==> src/rtl/xlr8_gpio_bank_if.sv <==
// AVR I/O bus bundle seen by xlr8_gpio_bank: I/O and extended-space decode inputs plus the
// read-data return path that is OR-muxed into the core read bus.
interface xlr8_gpio_bank_if;
    logic [5:0] adr;
    logic [7:0] dbus_in;
    logic       iore;
    logic       iowe;
    logic [7:0] ramadr;
    logic       ramre;
    logic       ramwe;
    logic       dm_sel;
    logic [7:0] dbus_out;
    logic       io_out_en;

    modport master (
        output adr, dbus_in, iore, iowe, ramadr, ramre, ramwe, dm_sel,
        input  dbus_out, io_out_en
    );

    modport slave (
        input  adr, dbus_in, iore, iowe, ramadr, ramre, ramwe, dm_sel,
        output dbus_out, io_out_en
    );
endinterface

==> src/rtl/xlr8_gpio_bank.sv <==
// Parametrised GPIOR / read-only config register bank with a CLKSPD register whose writable
// bit is protected by a timed CCP key unlock.
module xlr8_gpio_bank #(
    parameter logic [31:0] DESIGN_CONFIG = 32'h9,
    parameter int          NUM_GPIOR     = 3,
    parameter logic [7:0]  GPIOR_BASE    = 8'h3E,
    parameter int          NUM_ROREG     = 4,
    parameter logic [7:0]  ROREG_BASE    = 8'h00,
    parameter logic [63:0] ROREG_VALS    = 64'h0,
    parameter logic [7:0]  CLKSPD_ADDR   = 8'h49,
    parameter logic [7:0]  CCP_ADDR      = 8'h54,
    parameter logic [7:0]  CCP_KEY       = 8'hD8,
    parameter int          CCP_WINDOW    = 4
) (
    input  logic                   clk,
    input  logic                   rstn,
    input  logic                   i_clken,
    xlr8_gpio_bank_if.slave        bus,
    output logic [8*((NUM_GPIOR > 0) ? NUM_GPIOR : 1)-1:0] o_gpior_q,
    output logic                   o_intosc_div1024_en
);

    localparam int         NG    = (NUM_GPIOR > 0) ? NUM_GPIOR : 1;
    localparam int         NR    = (NUM_ROREG > 0) ? NUM_ROREG : 1;
    localparam bit         RO_EN = (ROREG_BASE != 8'h00) && (NUM_ROREG > 0);
    localparam logic [3:0] WIN   = 4'(CCP_WINDOW);
    localparam logic [7:0] SPEED = (DESIGN_CONFIG[2:1] == 2'b01) ? 8'h22 :
                                   (DESIGN_CONFIG[2:1] == 2'b10) ? 8'h44 : 8'h10;

    typedef enum logic {IDLE, OPEN} ccpState_t;

    // Addresses below 0x60 live in I/O space (adr = A - 0x20); the rest need dm_sel + ramadr.
    function automatic logic addrHit(input logic [7:0] a, input logic [5:0] adr,
                                     input logic [7:0] ramadr, input logic dmSel);
        logic [7:0] ioA;
        ioA = a - 8'h20;
        if (a < 8'h60)
            return {2'b00, adr} == ioA;
        else
            return dmSel && (ramadr == a);
    endfunction

    function automatic logic strobeOf(input logic [7:0] a, input logic ioS, input logic ramS);
        return (a < 8'h60) ? ioS : ramS;
    endfunction

    logic [7:0]    r_gpior [NG];
    ccpState_t     r_state;
    logic [3:0]    r_cnt;
    logic          r_intoscEn;

    logic [NG-1:0] w_gpiorSel;
    logic [NG-1:0] w_gpiorWr;
    logic [NG-1:0] w_gpiorRd;
    logic [NR-1:0] w_roSel;
    logic [NR-1:0] w_roRd;
    logic          w_clkspdSel;
    logic          w_clkspdWr;
    logic          w_clkspdRd;
    logic          w_ccpSel;
    logic          w_ccpWr;
    logic          w_ccpRd;
    logic          w_ccpKey;
    logic [7:0]    w_clkspdVal;
    logic [7:0]    w_ccpVal;
    logic [7:0]    w_dbusOut;
    logic          w_outEn;

    genvar g;
    generate
        if (NUM_GPIOR > 0) begin : gen_gpior
            for (g = 0; g < NUM_GPIOR; g++) begin : gen_reg
                localparam logic [7:0] A = GPIOR_BASE + 8'(g);

                assign w_gpiorSel[g] = addrHit(A, bus.adr, bus.ramadr, bus.dm_sel);
                assign w_gpiorWr[g]  = w_gpiorSel[g] && strobeOf(A, bus.iowe, bus.ramwe);
                assign w_gpiorRd[g]  = w_gpiorSel[g] && strobeOf(A, bus.iore, bus.ramre);
                assign o_gpior_q[8*g +: 8] = r_gpior[g];

                always_ff @(posedge clk or negedge rstn) begin
                    if (!rstn)
                        r_gpior[g] <= 8'h00;
                    else if (i_clken && w_gpiorWr[g])
                        r_gpior[g] <= bus.dbus_in;
                end
            end
        end else begin : gen_no_gpior
            assign w_gpiorSel = '0;
            assign w_gpiorWr  = '0;
            assign w_gpiorRd  = '0;
            assign o_gpior_q  = '0;
            assign r_gpior[0] = 8'h00;
        end
    endgenerate

    genvar r;
    generate
        for (r = 0; r < NR; r++) begin : gen_roreg
            if (RO_EN) begin : gen_hit
                localparam logic [7:0] A = ROREG_BASE + 8'(r);
                assign w_roSel[r] = addrHit(A, bus.adr, bus.ramadr, bus.dm_sel);
                assign w_roRd[r]  = w_roSel[r] && strobeOf(A, bus.iore, bus.ramre);
            end else begin : gen_off
                assign w_roSel[r] = 1'b0;
                assign w_roRd[r]  = 1'b0;
            end
        end
    endgenerate

    assign w_clkspdSel = addrHit(CLKSPD_ADDR, bus.adr, bus.ramadr, bus.dm_sel);
    assign w_clkspdWr  = w_clkspdSel && strobeOf(CLKSPD_ADDR, bus.iowe, bus.ramwe);
    assign w_clkspdRd  = w_clkspdSel && strobeOf(CLKSPD_ADDR, bus.iore, bus.ramre);
    assign w_ccpSel    = addrHit(CCP_ADDR, bus.adr, bus.ramadr, bus.dm_sel);
    assign w_ccpWr     = w_ccpSel && strobeOf(CCP_ADDR, bus.iowe, bus.ramwe);
    assign w_ccpRd     = w_ccpSel && strobeOf(CCP_ADDR, bus.iore, bus.ramre);
    assign w_ccpKey    = (bus.dbus_in == CCP_KEY);

    assign w_clkspdVal = {SPEED[7:1], r_intoscEn};
    assign w_ccpVal    = {7'b0, (r_state == OPEN)};

    always_comb begin
        w_dbusOut = 8'h00;
        w_outEn   = 1'b0;
        for (int i = 0; i < NG; i++) begin
            w_dbusOut = w_dbusOut | ({8{w_gpiorSel[i]}} & r_gpior[i]);
            w_outEn   = w_outEn | w_gpiorRd[i];
        end
        for (int i = 0; i < NR; i++) begin
            w_dbusOut = w_dbusOut | ({8{w_roSel[i]}} & ROREG_VALS[8*i +: 8]);
            w_outEn   = w_outEn | w_roRd[i];
        end
        w_dbusOut = w_dbusOut | ({8{w_clkspdSel}} & w_clkspdVal) | ({8{w_ccpSel}} & w_ccpVal);
        w_outEn   = w_outEn | w_clkspdRd | w_ccpRd;
    end

    assign bus.dbus_out        = w_dbusOut;
    assign bus.io_out_en       = w_outEn;
    assign o_intosc_div1024_en = r_intoscEn;

    // CCP write takes priority over a same-cycle CLKSPD write; an accepted CLKSPD write relocks.
    always_ff @(posedge clk or negedge rstn) begin
        if (!rstn) begin
            r_state    <= IDLE;
            r_cnt      <= 4'd0;
            r_intoscEn <= 1'b0;
        end else if (!i_clken) begin
            r_state <= IDLE;
            r_cnt   <= 4'd0;
        end else begin
            case (r_state)
                IDLE: begin
                    if (w_ccpWr && w_ccpKey) begin
                        r_state <= OPEN;
                        r_cnt   <= WIN;
                    end
                end
                OPEN: begin
                    if (w_ccpWr) begin
                        if (w_ccpKey) begin
                            r_cnt <= WIN;
                        end else begin
                            r_state <= IDLE;
                            r_cnt   <= 4'd0;
                        end
                    end else if (w_clkspdWr) begin
                        r_intoscEn <= bus.dbus_in[0];
                        r_state    <= IDLE;
                        r_cnt      <= 4'd0;
                    end else begin
                        r_cnt <= r_cnt - 4'd1;
                        if (r_cnt <= 4'd1)
                            r_state <= IDLE;
                    end
                end
                default: begin
                    r_state <= IDLE;
                    r_cnt   <= 4'd0;
                end
            endcase
        end
    end

endmodule

==> src/flat_wrapper.sv <==
// flat-port wrapper written by rule: the top's interface ports become plain ports
module xlr8_gpio_bank_flat 
#(
    parameter logic [31:0] DESIGN_CONFIG = 32'h9,
    parameter int          NUM_GPIOR     = 3,
    parameter logic [7:0]  GPIOR_BASE    = 8'h3E,
    parameter int          NUM_ROREG     = 4,
    parameter logic [7:0]  ROREG_BASE    = 8'h00,
    parameter logic [63:0] ROREG_VALS    = 64'h0,
    parameter logic [7:0]  CLKSPD_ADDR   = 8'h49,
    parameter logic [7:0]  CCP_ADDR      = 8'h54,
    parameter logic [7:0]  CCP_KEY       = 8'hD8,
    parameter int          CCP_WINDOW    = 4
)
  (clk, rstn, i_clken, o_gpior_q, o_intosc_div1024_en, bus_adr, bus_dbus_in, bus_iore, bus_iowe, bus_ramadr, bus_ramre, bus_ramwe, bus_dm_sel, bus_dbus_out, bus_io_out_en);
  xlr8_gpio_bank_if bus_i ();
  input  logic clk;
  input  logic rstn;
  input  logic i_clken;
  output logic [8*((NUM_GPIOR > 0) ? NUM_GPIOR : 1)-1:0] o_gpior_q;
  output logic o_intosc_div1024_en;
  input wire logic [$bits(bus_i.adr)-1:0] bus_adr;
  input wire logic [$bits(bus_i.dbus_in)-1:0] bus_dbus_in;
  input wire logic [$bits(bus_i.iore)-1:0] bus_iore;
  input wire logic [$bits(bus_i.iowe)-1:0] bus_iowe;
  input wire logic [$bits(bus_i.ramadr)-1:0] bus_ramadr;
  input wire logic [$bits(bus_i.ramre)-1:0] bus_ramre;
  input wire logic [$bits(bus_i.ramwe)-1:0] bus_ramwe;
  input wire logic [$bits(bus_i.dm_sel)-1:0] bus_dm_sel;
  output wire logic [$bits(bus_i.dbus_out)-1:0] bus_dbus_out;
  output wire logic [$bits(bus_i.io_out_en)-1:0] bus_io_out_en;
  assign bus_i.adr = bus_adr;
  assign bus_i.dbus_in = bus_dbus_in;
  assign bus_i.iore = bus_iore;
  assign bus_i.iowe = bus_iowe;
  assign bus_i.ramadr = bus_ramadr;
  assign bus_i.ramre = bus_ramre;
  assign bus_i.ramwe = bus_ramwe;
  assign bus_i.dm_sel = bus_dm_sel;
  assign bus_dbus_out = bus_i.dbus_out;
  assign bus_io_out_en = bus_i.io_out_en;
  xlr8_gpio_bank #(.DESIGN_CONFIG(DESIGN_CONFIG), .NUM_GPIOR(NUM_GPIOR), .GPIOR_BASE(GPIOR_BASE), .NUM_ROREG(NUM_ROREG), .ROREG_BASE(ROREG_BASE), .ROREG_VALS(ROREG_VALS), .CLKSPD_ADDR(CLKSPD_ADDR), .CCP_ADDR(CCP_ADDR), .CCP_KEY(CCP_KEY), .CCP_WINDOW(CCP_WINDOW)) u_core (.clk(clk), .rstn(rstn), .i_clken(i_clken), .bus(bus_i), .o_gpior_q(o_gpior_q), .o_intosc_div1024_en(o_intosc_div1024_en));
endmodule
==> config.mk <==
export PLATFORM = sky130hd
export DESIGN_NAME = xlr8_gpio_bank_flat
export DESIGN_NICKNAME = d
export VERILOG_FILES = /design/src/rtl/xlr8_gpio_bank_if.sv /design/src/rtl/xlr8_gpio_bank.sv /design/src/flat_wrapper.sv
export SDC_FILE = /design/constraint.sdc
export NUM_CORES = 1
export LEC_CHECK = 0
export CORE_UTILIZATION = 28
export CTS_BUF_LIST = sky130_fd_sc_hd__clkbuf_8 sky130_fd_sc_hd__clkbuf_16
export CTS_CLUSTER_DIAMETER = 40
export DETAILED_ROUTE_END_ITERATION = 7
export GPL_TIMING_DRIVEN = 0
export SYNTH_ARGS = -nofsm -noshare
export SYNTH_HDL_FRONTEND = slang
export SYNTH_SLANG_ARGS = --single-unit
==> constraint.sdc <==
create_clock -name clk -period 3.5 [get_ports clk]
set_clock_uncertainty 0.1 [all_clocks]
set_input_delay 0.875 -clock clk [delete_from_list [all_inputs] [get_ports clk]]
set_output_delay 0.875 -clock clk [all_outputs]
set_load 0.005 [all_outputs]
==> metrics.md <==
| Metric | Value |
|---|---|
| Cell taking the most area after synthesis | `dfrtp_1` |
| TritonCTS Buffers | `5` |
| Synth Register Bits | `30` |
| Mean post-synth cell area | `between 10 and 15 sq um` |
| Pwr dens | `351 mW/mm^2` |
| Worst min-delay path class | `flip-flop to flip-flop` |
| Synthesis Warnings | `0` |
| Worst vdd ir | `around 0.23 mV` |
| Slowest-stage cell, CP | `or4b_4` |
| Fin crit share | `0.978` |
| Top Family by Delay on Critical Path | `simple AND/OR/NAND/NOR gates` |
| Seq/Total Area, Yosys | `0.497` |
| CTS Hold Bufs | `0` |
| Headroom to the max-slew limit | `0.521` |
| Die Area | `0.00570 sq mm` |
| RePlAce Congestion | `between 0.7 and 0.8` |
| CTS tree | `yes` |
| Final hold vios | `0` |
| Total GRT Usage | `0.160` |
| Layout cells sized above 1 | `0.316` |
| Fin. max-slew vios | `0` |
| Max Buffers Root-to-Sink | `2` |
| DRC | `0` |
| Vias per inst | `~5` |
| Worst path cell trace | `clkdlybuf4s15_2 -> or4b_4 -> nor3_4 -> buf_6 -> buf_16 -> a222oi_1 -> inv_1 -> clkdlybuf4s15_1` |
| Synthesized net count | `155` |
| # rows | `26` |
| Die H | `75.5 um` |
| Slowest Stage Delay on Critical Path | `approximately 0.58 ns` |
| Antenna violations before repair | `0` |
| Dpl cell area | `approximately 0.0021 sq mm` |
| Pre-antenna DRT Iters | `5` |
| Final core occ | `0.441` |
| Fmax | `slightly below 300 MHz` |
| WP data required | `between 2 and 3 ns` |
| Mapped Cells | `123` |
| Max-cap viol count | `0` |
| Post-synth top area share | `0.497` |
| Routed Antenna Nets | `0` |
| Final critical-path setup slack | `approximately 0.077 ns` |
| Area delta synth->final | `49.8%` |
| Crit Path Max Fanout | `5` |
| Design area | `between 0.002 and 0.0025 sq mm` |
| DP HPWL | `2.93 mm` |
| Startpoint Class | `primary input` |
| Initial core utilization | `0.294` |
| Leakage | `slightly above 1 nW` |
| Largest net degree at the start of global routing | `31` |
| Clk_lat worst skew | `0.28 ns` |
| Final Hold Slack | `roughly 0.44 ns` |
| Top_reg_cell synth | `dfrtp_1` |
| Drt wl/cell | `around 17 um` |
| DR vias | `1290` |
| Fillers | `520` |
| Worst Setup Slack post-DPL | `-0.665 ns` |
| CTS sink count | `30` |
| Data arrival, critical path | `2.45 ns` |
| Post-synth EDFFs | `0` |
| Clock transition at the registers of the reported paths | `~0.06 ns` |
| Synth async-reset ratio | `1.00` |
| Unique cell type count in the Yosys netlist | `37` |
| Initial DRC count | `67` |
| Die span in x | `about 75 um` |
| Fin crit period | `3.42 ns` |
| Critical path type | `primary input to output pin` |
| # IOs | `64` |
| ANT cells | `0` |
| CTS Root Cell | `clkbuf_8` |
| Crit. End Element | `output pin` |
| Remaining global-route overflow | `0` |
| Synth top area cells | `dfrtp_1 (50%), mux2_2 (19%), a222oi_1 (4.0%), inv_1 (2.2%), ha_1 (1.7%)` |
| Tot Pwr | `between 700 and 800 uW` |
| Worst-Margin Slew | `0.718 ns` |
| First-pass GRT wire length | `6.70 mm` |
| Outcome | `complete, no violations` |
| RSZ-0062 raised after global routing | `no` |
| I/O Buffers | `49` |
| Mapped cell area | `0.00151 sq mm` |
| Buffers and inverters on the worst path | `5` |
| CTS H-Tree Depth | `2` |
| Total routed wirelength | `between 4 and 5 mm` |
| Nets | `approximately 220` |
| Vias in the first global route | `between 1000 and 1500` |
| Endpoints failing setup | `0` |
| Core area | `just over 0.005 sq mm` |
sequential cells by signal, indices dropped and copies added (netlist names):
register and cells:
u_core.o_intosc_div1024_en 1, u_core.o_gpior_q 24, u_core.r_cnt 4, u_core.r_state 1
final cells by class:
| class | instances | area, sq um | share of cell area |
|---|---|---|---|
| repair buffers | 56 | 562 | 0.248 |
| multi-input cells | 80 | 721 | 0.318 |
| flip-flops and latches | 30 | 751 | 0.331 |
| clock buffers | 6 | 82.6 | 0.0365 |
| clock inverters | 2 | 8.76 | 0.00387 |
| plain buffers | 4 | 18.8 | 0.00829 |
| inverters | 9 | 33.8 | 0.0149 |
| well taps | 70 | 87.6 | 0.0387 |
cells in the final DEF, fill, tap and decap left out, types with 3 or more instances in the layout:
cell | Yosys | layout
inv_1 | 9 | 10
a222oi_1 | 6 | 6
nor2_1 | 3 | 3
clkdlybuf4s50_1 | 0 | 36
dfrtp_1 | 30 | 30
buf_2 | 3 | 5
clkdlybuf4s15_1 | 0 | 3
nand2_1 | 5 | 5
clkbuf_2 | 0 | 5
nand4_1 | 3 | 3
mux2_2 | 25 | 25
nor3_1 | 3 | 3
clkbuf_8 | 0 | 6
o21ai_0 | 3 | 3
stage by stage:
stage | setup TNS (ns) | cells
floorplan | 0 | 123
global placement | -5.17 | 242
detailed placement | -5.12 | 242
CTS | 0 | 257
global route | 0 | 257
finish | 0 | 257
report_power, final:
group          internal [mW]  switching (mW)
Sequential             0.370          0.0186
Clock                  0.155           0.129
Combinational         0.0766          0.0462
logic make-up (layout without fill, tap and decap cells):
logic type / Yosys count / in the layout / synth area share
XOR/XNOR: 2 / 2 / 0.0116
AO/OA/AOI/OAI: 17 / 17 / 0.0894
buffers and inverters: 13 / 77 / 0.0348
flip-flops: 30 / 30 / 0.497
multiplexers: 26 / 26 / 0.193
adder cells (fa/ha/maj): 2 / 2 / 0.0166
AND/OR/NAND/NOR: 33 / 33 / 0.158
final timing paths:
| check | from | end | slack, ns | depth (start not counted) |
|---|---|---|---|---|
| min in group asynchronous | rstn | u_core.o_gpior_q[19] | 0.55 | 1 |
| max in group asynchronous | rstn | u_core.o_gpior_q[0] | 2.29 | 1 |
| max | bus_adr[3] | bus_dbus_out[5] | 0.08 | 8 |
| min | u_core.o_gpior_q[9] | u_core.o_gpior_q[9] | 0.44 | 1 |
| max reg2reg | u_core.r_cnt[0] | u_core.r_cnt[2] | 2.12 | 5 |
| min reg2reg | u_core.o_gpior_q[9] | u_core.o_gpior_q[9] | 0.44 | 1 |
metal layers:
metal | part of all wire | wire length [um] | track usage | vias up
met4 | 0.0085 | 36 | 0.0309 | 0
li1 | - | - | - | 589
met5 | 0 | 0 | 0 | -
met1 | 0.43 | 1830 | 0.208 | 640
met3 | 0.064 | 273 | 0.0423 | 4
met2 | 0.50 | 2110 | 0.271 | 57
cell usage after synthesis (2+ instances only):
cell type and n:
o211ai_1 2, a221oi_1 2, ha_1 2, dfrtp_1 30
o22ai_1 2, nand2_1 5, o21ai_0 3, nor2_1 3
nor4bb_1 2, a222oi_1 6, inv_1 9, nand3_1 2
nand4_1 3, buf_2 3, nor3_1 3, mux2_2 25
timing repair:
| item | 4_1_cts | 5_1_grt |
|---|---|---|
| pin swaps | 4 | 1 |
| gates resized for setup | 25 | 12 |
| gates cloned | 1 | 0 |
| setup buffers | 6 | 0 |
| endpoints found under the setup margin | 9 | 8 |
No activity file was read; power rests on OpenSTA's default activity.
